<file path="src/rtl/pcie_init_sequencer.sv">
// pcie_init_sequencer
//   Releases the user fabric and the PCIe user logic after power-up, driven
//   by the PF_INIT_MONITOR status flags. Each monitor flag is synchronised
//   and must stay high for STABLE_CYCLES before the sequencer moves on.
//   Bring-up order: POR -> device init -> bank calib -> PCIe init -> settle.
//   Each WAIT_* stage has its own timeout.
//
// Ports
//   CLK, RESET           clock and synchronous active-high reset
//   FABRIC_POR_N .. PCIE_INIT_DONE
//                        asynchronous monitor flags
//   RETRY                CLK-domain pulse; leaves FAULT
//   FABRIC_RESET_N       user fabric reset, active low
//   PCIE_CORE_RESET_N    PCIe user-logic reset, active low
//   INIT_DONE            high only in RUN
//   INIT_FAULT           high only in FAULT
//   FAULT_CODE           0 none, 1 dev timeout, 2 calib timeout, 3 pcie timeout
//   STATE                current FSM state, exposed for debug and checkers
//
// Handshake: this block has no valid/ready interfaces. RETRY is a one-cycle
// request. It is acted on only in FAULT and ignored in every other state.
module pcie_init_sequencer #(
  parameter int SYNC_STAGES    = 2,
  parameter int STABLE_CYCLES  = 16,
  parameter int TIMEOUT_CYCLES = 1000000,
  parameter int SETTLE_CYCLES  = 256,
  parameter int CNT_W          = 24
) (
  input  logic       CLK,
  input  logic       RESET,
  input  logic       FABRIC_POR_N,
  input  logic       DEVICE_INIT_DONE,
  input  logic       BANK_0_CALIB_STATUS,
  input  logic       BANK_1_CALIB_STATUS,
  input  logic       PCIE_INIT_DONE,
  input  logic       RETRY,
  output logic       FABRIC_RESET_N,
  output logic       PCIE_CORE_RESET_N,
  output logic       INIT_DONE,
  output logic       INIT_FAULT,
  output logic [2:0] FAULT_CODE,
  output logic [2:0] STATE
);

  typedef enum logic [2:0] {
    IDLE      = 3'd0,
    WAIT_DEV  = 3'd1,
    WAIT_CAL  = 3'd2,
    WAIT_PCIE = 3'd3,
    SETTLE    = 3'd4,
    RUN       = 3'd5,
    FAULT     = 3'd6
  } state_t;

  localparam logic [CNT_W-1:0] STABLE_LAST  = CNT_W'(STABLE_CYCLES - 1);
  localparam logic [CNT_W-1:0] TIMEOUT_LAST = CNT_W'(TIMEOUT_CYCLES - 1);
  localparam logic [CNT_W-1:0] SETTLE_LAST  = CNT_W'(SETTLE_CYCLES - 1);

  // Synchronisers. Only the last stage of each chain is used.
  logic [SYNC_STAGES-1:0] por_sync, dev_sync, cal0_sync, cal1_sync, pcie_sync;
  logic por_s, dev_s, cal_s, pcie_s;

  always_ff @(posedge CLK) begin
    if (RESET) begin
      por_sync  <= '0;
      dev_sync  <= '0;
      cal0_sync <= '0;
      cal1_sync <= '0;
      pcie_sync <= '0;
    end else begin
      por_sync  <= {por_sync[SYNC_STAGES-2:0],  FABRIC_POR_N};
      dev_sync  <= {dev_sync[SYNC_STAGES-2:0],  DEVICE_INIT_DONE};
      cal0_sync <= {cal0_sync[SYNC_STAGES-2:0], BANK_0_CALIB_STATUS};
      cal1_sync <= {cal1_sync[SYNC_STAGES-2:0], BANK_1_CALIB_STATUS};
      pcie_sync <= {pcie_sync[SYNC_STAGES-2:0], PCIE_INIT_DONE};
    end
  end

  assign por_s  = por_sync[SYNC_STAGES-1];
  assign dev_s  = dev_sync[SYNC_STAGES-1];
  assign cal_s  = cal0_sync[SYNC_STAGES-1] & cal1_sync[SYNC_STAGES-1];
  assign pcie_s = pcie_sync[SYNC_STAGES-1];

  state_t           state_q, state_d;
  logic [CNT_W-1:0] stab_cnt, stab_d;
  logic [CNT_W-1:0] tmo_cnt, tmo_d;
  logic [2:0]       code_d;
  logic             cond, stable_hit, timeout_hit;

  always_comb begin
    state_d = state_q;
    stab_d  = stab_cnt;
    tmo_d   = tmo_cnt;
    code_d  = 3'd0;

    case (state_q)
      IDLE:      cond = por_s;
      WAIT_DEV:  cond = dev_s;
      WAIT_CAL:  cond = cal_s;
      WAIT_PCIE: cond = pcie_s;
      default:   cond = 1'b0;
    endcase

    // stable_hit fires on the STABLE_CYCLES-th consecutive high cycle.
    stable_hit  = cond && (stab_cnt == STABLE_LAST);
    timeout_hit = (tmo_cnt == TIMEOUT_LAST);

    case (state_q)
      IDLE: begin
        if (stable_hit) state_d = WAIT_DEV;
        else            stab_d  = cond ? stab_cnt + 1'b1 : '0;
      end
      WAIT_DEV, WAIT_CAL, WAIT_PCIE: begin
        // Advance takes priority over a coincident timeout.
        if (stable_hit) begin
          if (state_q == WAIT_DEV)      state_d = WAIT_CAL;
          else if (state_q == WAIT_CAL) state_d = WAIT_PCIE;
          else                          state_d = SETTLE;
        end else if (timeout_hit) begin
          state_d = FAULT;
          if (state_q == WAIT_DEV)      code_d = 3'd1;
          else if (state_q == WAIT_CAL) code_d = 3'd2;
          else                          code_d = 3'd3;
        end else begin
          stab_d = cond ? stab_cnt + 1'b1 : '0;
          tmo_d  = tmo_cnt + 1'b1;
        end
      end
      SETTLE: begin
        if (tmo_cnt == SETTLE_LAST) state_d = RUN;
        else                        tmo_d   = tmo_cnt + 1'b1;
      end
      RUN: begin
        state_d = RUN;
      end
      FAULT: begin
        code_d = FAULT_CODE;
        if (RETRY) state_d = IDLE;
      end
      default: state_d = IDLE;
    endcase

    // Loss of a prerequisite overrides normal progress.
    // Calibration is watched only in WAIT_CAL, so a later calib drop is not a loss.
    if (state_q inside {WAIT_DEV, WAIT_CAL, WAIT_PCIE, SETTLE, RUN}) begin
      if (!por_s)
        state_d = IDLE;
      else if (!dev_s && state_q != WAIT_DEV)
        state_d = IDLE;
      else if (!pcie_s && (state_q == SETTLE || state_q == RUN))
        state_d = WAIT_PCIE;
    end

    if (state_d != FAULT) code_d = 3'd0;

    if (state_d != state_q) begin
      stab_d = '0;
      tmo_d  = '0;
    end
  end

  // Outputs are registered from the next state, so they change on the same edge as STATE.
  always_ff @(posedge CLK) begin
    if (RESET) begin
      state_q           <= IDLE;
      stab_cnt          <= '0;
      tmo_cnt           <= '0;
      FABRIC_RESET_N    <= 1'b0;
      PCIE_CORE_RESET_N <= 1'b0;
      INIT_DONE         <= 1'b0;
      INIT_FAULT        <= 1'b0;
      FAULT_CODE        <= 3'd0;
    end else begin
      state_q           <= state_d;
      stab_cnt          <= stab_d;
      tmo_cnt           <= tmo_d;
      FABRIC_RESET_N    <= (state_d == WAIT_PCIE) || (state_d == SETTLE) || (state_d == RUN);
      PCIE_CORE_RESET_N <= (state_d == SETTLE) || (state_d == RUN);
      INIT_DONE         <= (state_d == RUN);
      INIT_FAULT        <= (state_d == FAULT);
      FAULT_CODE        <= code_d;
    end
  end

  assign STATE = state_q;

endmodule

</file>
<file path="config.mk">
export PLATFORM = sky130hd
export DESIGN_NAME = pcie_init_sequencer
export DESIGN_NICKNAME = d
export VERILOG_FILES = /design/src/rtl/pcie_init_sequencer.sv
export SDC_FILE = /design/constraint.sdc
export NUM_CORES = 1
export LEC_CHECK = 0
export ABC_AREA = 0
export CAP_MARGIN = 20
export CORE_MARGIN = 8
export CORE_UTILIZATION = 30
export DETAILED_ROUTE_END_ITERATION = 10
export DONT_BUFFER_PORTS = 1
export RECOVER_POWER = 25
export SLEW_MARGIN = 20
export SYNTH_ARGS = -nofsm -noshare
export SYNTH_HDL_FRONTEND = slang
export SYNTH_SLANG_ARGS = --single-unit
</file>
<file path="constraint.sdc">
create_clock -name CLK -period 2.7 [get_ports CLK]
set_input_delay 0.54 -clock CLK [delete_from_list [all_inputs] [get_ports CLK]]
set_output_delay 0.54 -clock CLK [all_outputs]
set_load 0.1 [all_outputs]
</file>
### Yosys cells after proc, flatten, opt, wreduce, memory -nomap -nowiden

Cells that the tools add are included.

* flip-flop bits (word level): 68
* bits in latches: 0
* memory bits (writable): 0
* memory bits (read-only): 0
* bits of input ports: 8
* output and inout bits: 10
* word-level logic and storage cells: 81
* memories: 0

* add/subtract/negate cells: 2
* multiply operators: 0
* divide/modulo/power cells: 0
* $lt $le $gt $ge: 0
* equality and inequality tests: 20
* shift operators: 0
* muxes and demuxes: 27
* bitwise logic cells: 1
* reductions and logical operators: 18

Operator list (number)
* 24-bit 2-to-1 mux: 7
* 24-bit one-hot mux with 2 select lines: 2
* 24-bit by 1-bit adder with 24-bit output (second input constant): 2
* 3-bit 2-to-1 mux: 11
* 24-bit by 20-bit equality test with 1-bit output (second input constant): 1
* 24-bit by 4-bit equality test with 1-bit output (second input constant): 1
* 24-bit by 8-bit equality test with 1-bit output (second input constant): 1
* 3-bit equality test (second input constant): 6
* 3-bit one-hot mux with 5 select lines: 1
* 3-bit by 2-bit equality test with 1-bit output (second input constant): 3
* 2-bit inequality test (second input constant): 4
* 4-bit AND reduction: 2
* 2-bit 2-to-1 mux: 3
* 3-bit one-hot mux with 2 select lines: 1
* 5-bit nonzero test: 1
* 1-bit logical OR: 4
* 1-bit one-hot mux with 4 select lines: 1
* 2-bit nonzero test: 2
* 2-bit OR reduction: 2
* 3-bit by 1-bit equality test with 1-bit output (second input constant): 1
* 1-bit logical AND: 3
* 3-bit zero test: 1
* 3-bit by 1-bit inequality test with 1-bit output (second input constant): 1
* 3-bit inequality test: 1
* 5 further kinds: 6

### Depth between registers and ports, before layout

* depth after elaboration: 12
* mapped depth: 9
* depth with buffers taken out: 7

### Worst setup path before layout

No wires, ideal clock.

* kind: register to register
* start: register state_q[0] (netlist: STATE[0])
* end: register stab_cnt[7]
* library setup time: 0.062 ns
* arrival: 3.008 ns
* required time: 2.638 ns
* path slack: -0.370 ns
* stages on the path, launching flop included: 10
* path buffers: 2
* period minus slack after synthesis: 3.070 ns
* cells stage by stage: dfxtp_1 -> buf_4 -> a21boi_1 -> a221o_2 -> or3_4 -> a31o_1 -> o21ai_2 -> nand3_1 -> buf_4 -> nor2_2

* cells in the longest elaborated chain, start to end: 11
* elaborated cells between the ends (all ways): 39
* those cells by class: 11 x eq/ne; 18 x mux; 10 x reduce/logical

RTL lines
* start: declaration: line 84 `state_t state_q, state_d;`
* start signal: assignment: line 174 `state_q <= state_d;`
* 3-bit by 2-bit equality test with 1-bit output (tied with other cells): line 96, 108, 145
* 1-bit one-hot mux with 4 select lines or 3-bit 2-to-1 mux (tied branches): line 96, 117
* 1-bit logical AND or 3-bit 2-to-1 mux (tied branches): line 105, 116
* 3-bit 2-to-1 mux, on equally long branches: line 115, 110
* 3-bit one-hot mux with 5 select lines: line 108 `case (state_q)`
* 3-bit 2-to-1 mux: line 150 `else if (!pcie_s && (state_q == SETTLE || state_q == RUN))`
* 3-bit 2-to-1 mux: line 148 `else if (!dev_s && state_q != WAIT_DEV)`
* 3-bit 2-to-1 mux: line 146 `if (!por_s)`
* 3-bit 2-to-1 mux: line 145 `if (state_q inside {WAIT_DEV, WAIT_CAL, WAIT_PCIE, SETTLE, RUN}) begin`
* 3-bit inequality test: line 156 `if (state_d != state_q) begin`
* 2-bit OR reduction (no source line)
* end signal: assignment: line 175 `stab_cnt <= stab_d;`
* end: declaration: line 85 `logic [CNT_W-1:0] stab_cnt, stab_d;`

Several ways; a longest one is shown, not always the timed one. The select of a mux whose other input is x is not followed.
A chain may end at the register's enable or synchronous reset.

### Worst setup path in the final report

* start: register stab_cnt[9]
* end: register FAULT_CODE[1]

* cells in the longest elaborated chain, start to end: 10
* elaborated cells between the ends (all ways): 13
* those cells by class: 2 x eq/ne; 9 x mux; 2 x reduce/logical

RTL lines
* 24-bit by 4-bit equality test with 1-bit output *: line 105 `stable_hit = cond && (stab_cnt == STABLE_LAST);`
* 1-bit logical AND *: line 105
* 3-bit 2-to-1 mux, on equally long branches: line 115, 110
* 3-bit one-hot mux with 5 select lines: line 108
* 3-bit 2-to-1 mux: line 150
* 3-bit 2-to-1 mux: line 148
* 3-bit 2-to-1 mux: line 146
* 3-bit 2-to-1 mux: line 145
* 3-bit inequality test: line 154 `if (state_d != FAULT) code_d = 3'd0;`
* 2-bit OR reduction (no source line)
* end signal: assignment: line 181 `FAULT_CODE <= code_d;`
* end: declaration: line 41 `output logic [2:0] FAULT_CODE,`

Every way passes the cells marked *; elsewhere a longest branch is shown, timed or not. The select of a mux whose other input is x is not followed.

==> results.py <==
metrics = {
    "sta": {
        "hold_viol_final": 0,
        "fmax_mhz": 407,
        "rsz0062_at_grt": "no",
        "setup_violations": 0,
        "timing.setup.tns_ns": 0,
        "maxSlewHeadroom": 0.194,
        "slew_viol_final": 0,
        "final.period_utilization": 0.909,
        "worst_slew_pin_slew_ns": 1.21,
        "fin_skew_ns": 0.0107,
        "min_period_ns": 2.45,
    },
    "finish": {
        "area.growth.synth_to_final_pct": 14.4,
        "fillers": 1156,
        "nets": 411,
        "final_util": 0.349,
        "drive_gt1_frac": 0.145,
        "antenna_cells": 0,
    },
    "synthesis": {
        "synth.distinct_cells": 57,
        "netlist_area_um2": 3280,
        "yosys_register_bits": 67,
        "yosys_warnings": 0,
        "syn_nets": 395,
        "synth_edf_count": 0,
        "postSynthCellCount": 385,
        "syn_avg_cell_area_um2": 8.51,
        "seq_area_frac_synth": 0.409,
        "async_reset_ff_frac": 0,
        "ys.flop_type": "dfxtp_1",
    },
    "floorplan": {
        "ioPinCount": 18,
        "core_area_um2": 10700,
        "start_util": 0.305,
        "row_count": 38,
        "fp.dieArea_um2": 14500,
        "die_h_um": 120,
        "die_w_um": 120,
    },
    "grt": {
        "grt.total_usage": 0.0993,
        "grt_pass1_vias": 2577,
        "grt_antenna_before_repair": 0,
        "grt-ovfl-total": 0,
        "grt_max_degree": 22,
        "grt_pass1_wl_mm": 11.9,
    },
    "route": {
        "final_antenna_net_count": 0,
        "wl_mm": 6.88,
        "drc": 0,
        "via_per_inst": 4.92,
        "drt-wirelength-per-cell_um": 12.6,
        "drt_iter0_markers": 186,
        "drt-pass1-iter-count": 4,
        "num_vias": 2688,
    },
    "setup_path": {
        "crit_arrival_ns": 2.74,
        "worstSetupPathType": "flop to flop",
        "endpoint_kind": "flop",
        "required_ns": 2.99,
        "critPathLaunchType": "flop",
        "crit_fanout": 4,
    },
    "clock_tree": {
        "clkTransAtPathRegs_ns": 0.08,
        "ctsHoldBuffers": 0,
        "cts_tree": "done",
        "htreeDepth": 3,
        "cts_sinks": 67,
        "cts-root-buf": "clkbuf_8",
        "cts_buffers": 9,
        "cts_setup_buffers": 0,
        "clock_latency_ns": 0.34,
        "cts_resized": 0,
        "clk_path_buf_depth": 2,
    },
    "placed_design": {
        "portBuffers": 0,
        "gp_congestion": 0.877,
        "dpl.hpwl_mm": 4.89,
    },
    "power": {
        "irDropWorstVdd_mv": 0.328,
        "powerDensity_nw_per_um2": 519,
        "p_leak_nw": 1.41,
    },
    "min_path": {
        "hold_class": "input port to flop",
    },
    "outcome": {
        "status": "finished, final reports clean",
    },
    "run": {
        "maxCapViolCount": 0,
    },
}
[Yosys cell counts (2+ instances only)]
library cell | number | area, µm²
and4_1 | 4 | 35.0
and2_1 | 3 | 18.8
xnor2_1 | 9 | 78.8
nand2b_1 | 4 | 25.0
clkbuf_1 | 9 | 33.8
o21ai_0 | 7 | 35.0
or2_2 | 3 | 18.8
inv_1 | 6 | 22.5
nand4_1 | 18 | 113
nor3_1 | 10 | 50.1
ha_1 | 2 | 25.0
nor3b_1 | 2 | 15.0
nor4b_1 | 3 | 26.3
xor2_1 | 33 | 289
a21oi_1 | 12 | 60.1
nor4_1 | 7 | 43.8
nor2b_1 | 15 | 93.8
nand2_1 | 24 | 90.1
nor2_2 | 10 | 62.6
nand3_1 | 22 | 110
a311oi_1 | 2 | 17.5
and3_1 | 16 | 100
buf_4 | 3 | 22.5
nand3b_1 | 2 | 15.0
mux2i_1 | 2 | 20.0
or3_1 | 5 | 31.3
nor2_1 | 55 | 206
buf_6 | 2 | 22.5
dfxtp_1 | 67 | 1340
[cells by family after synthesis]
| logic type | share of synthesized area |
|---|---|
| other cells | 0.00114 |
| flops | 0.409 |
| simple gates | 0.341 |
| fa+ha+maj | 0.00764 |
| buf+inv | 0.0336 |
| mux | 0.00611 |
| compound gates | 0.0882 |
| xor+xnor | 0.112 |
[worst max-delay path, stage by stage (launching register included)]
cell and delay, ns:
dfxtp_1 0.35, nor4_1 0.33, nand4_1 0.31, nor4_2 0.55, a311oi_1 0.08, or3_1 0.38, nor3_2 0.21, o211a_1 0.18
[worst paths after layout]
path	from	to	slack [ns]	cells after the start
setup / recovery	stab_cnt[9]	FAULT_CODE[1]	0.25	7
hold / removal	RESET	cal0_sync[0]	0.26	1
setup reg to reg	stab_cnt[9]	FAULT_CODE[1]	0.25	7
hold reg to reg	dev_sync[0]	dev_sync[1]	0.44	1
[report_power, final]
part	switching [mW]	internal (mW)	leakage, nW
sequential	0.00407	0.994	0.543
combinational	0.0220	0.0115	0.761
clock	0.391	0.522	0.106
[state kept, by name (all words and copies together), names as in the netlist]
name / count
dev_sync: 2
cal1_sync: 2
pcie_sync: 2
PCIE_CORE_RESET_N: 1
stab_cnt: 24
por_sync: 2
FABRIC_RESET_N: 1
FAULT_CODE: 2
INIT_FAULT: 1
INIT_DONE: 1
cal0_sync: 2
STATE: 3
tmo_cnt: 24
[metal layers]
layer | wire length, µm | track usage | part of all wire
met1 | 3260 | 0.124 | 0.47
met2 | 3160 | 0.157 | 0.46
met3 | 395 | 0.0350 | 0.057
met4 | 62 | 0.0297 | 0.0090
met5 | 0 | 0 | 0
[stage by stage]
stage | hold slack (ns) | power (mW) | area [µm²] | worst slack [ns] | cells
after floorplan | 0.414 | 1.05 | 3280 | 0.115 | 385
after global placement | 0.419 | 1.05 | 3510 | 0.194 | 528
after detailed placement | 0.421 | 1.05 | 3510 | 0.124 | 528
after CTS | 0.232 | 1.98 | 3730 | 0.120 | 544
after global routing | 0.226 | 2.02 | 3750 | 0.00966 | 546
final | 0.259 | 1.94 | 3750 | 0.246 | 546
[layout by cell type (no fill, tap or decap), types with 3 or more instances in the layout]
cell type and count:
dfxtp_1 64, nor2_1 55, xor2_1 33, nand2_1 24, nand3_1 22, buf_4 19, nand4_1 18, and3_1 16
nor2b_1 15, a21oi_1 12, nor3_1 10, nor2_2 10, xnor2_1 9, clkbuf_8 9, nor4_1 7, o21ai_0 7
inv_1 6, or3_1 5, and4_1 4, nand2b_1 4, and2_1 3, nor4b_1 3, or2_2 3, clkbuf_1 3
[area by class of cell]
type                    instances  area (µm²)  share of cell area
repair buffers                 21         150              0.0401
flip-flops and latches         67        1350               0.360
well taps                     140         175              0.0468
clock inverters                 6        90.1              0.0240
clock buffers                  10         128              0.0341
multi-input cells             296        1830               0.489
inverters                       6        22.5             0.00601
Power figures use the tool's default switching activity.
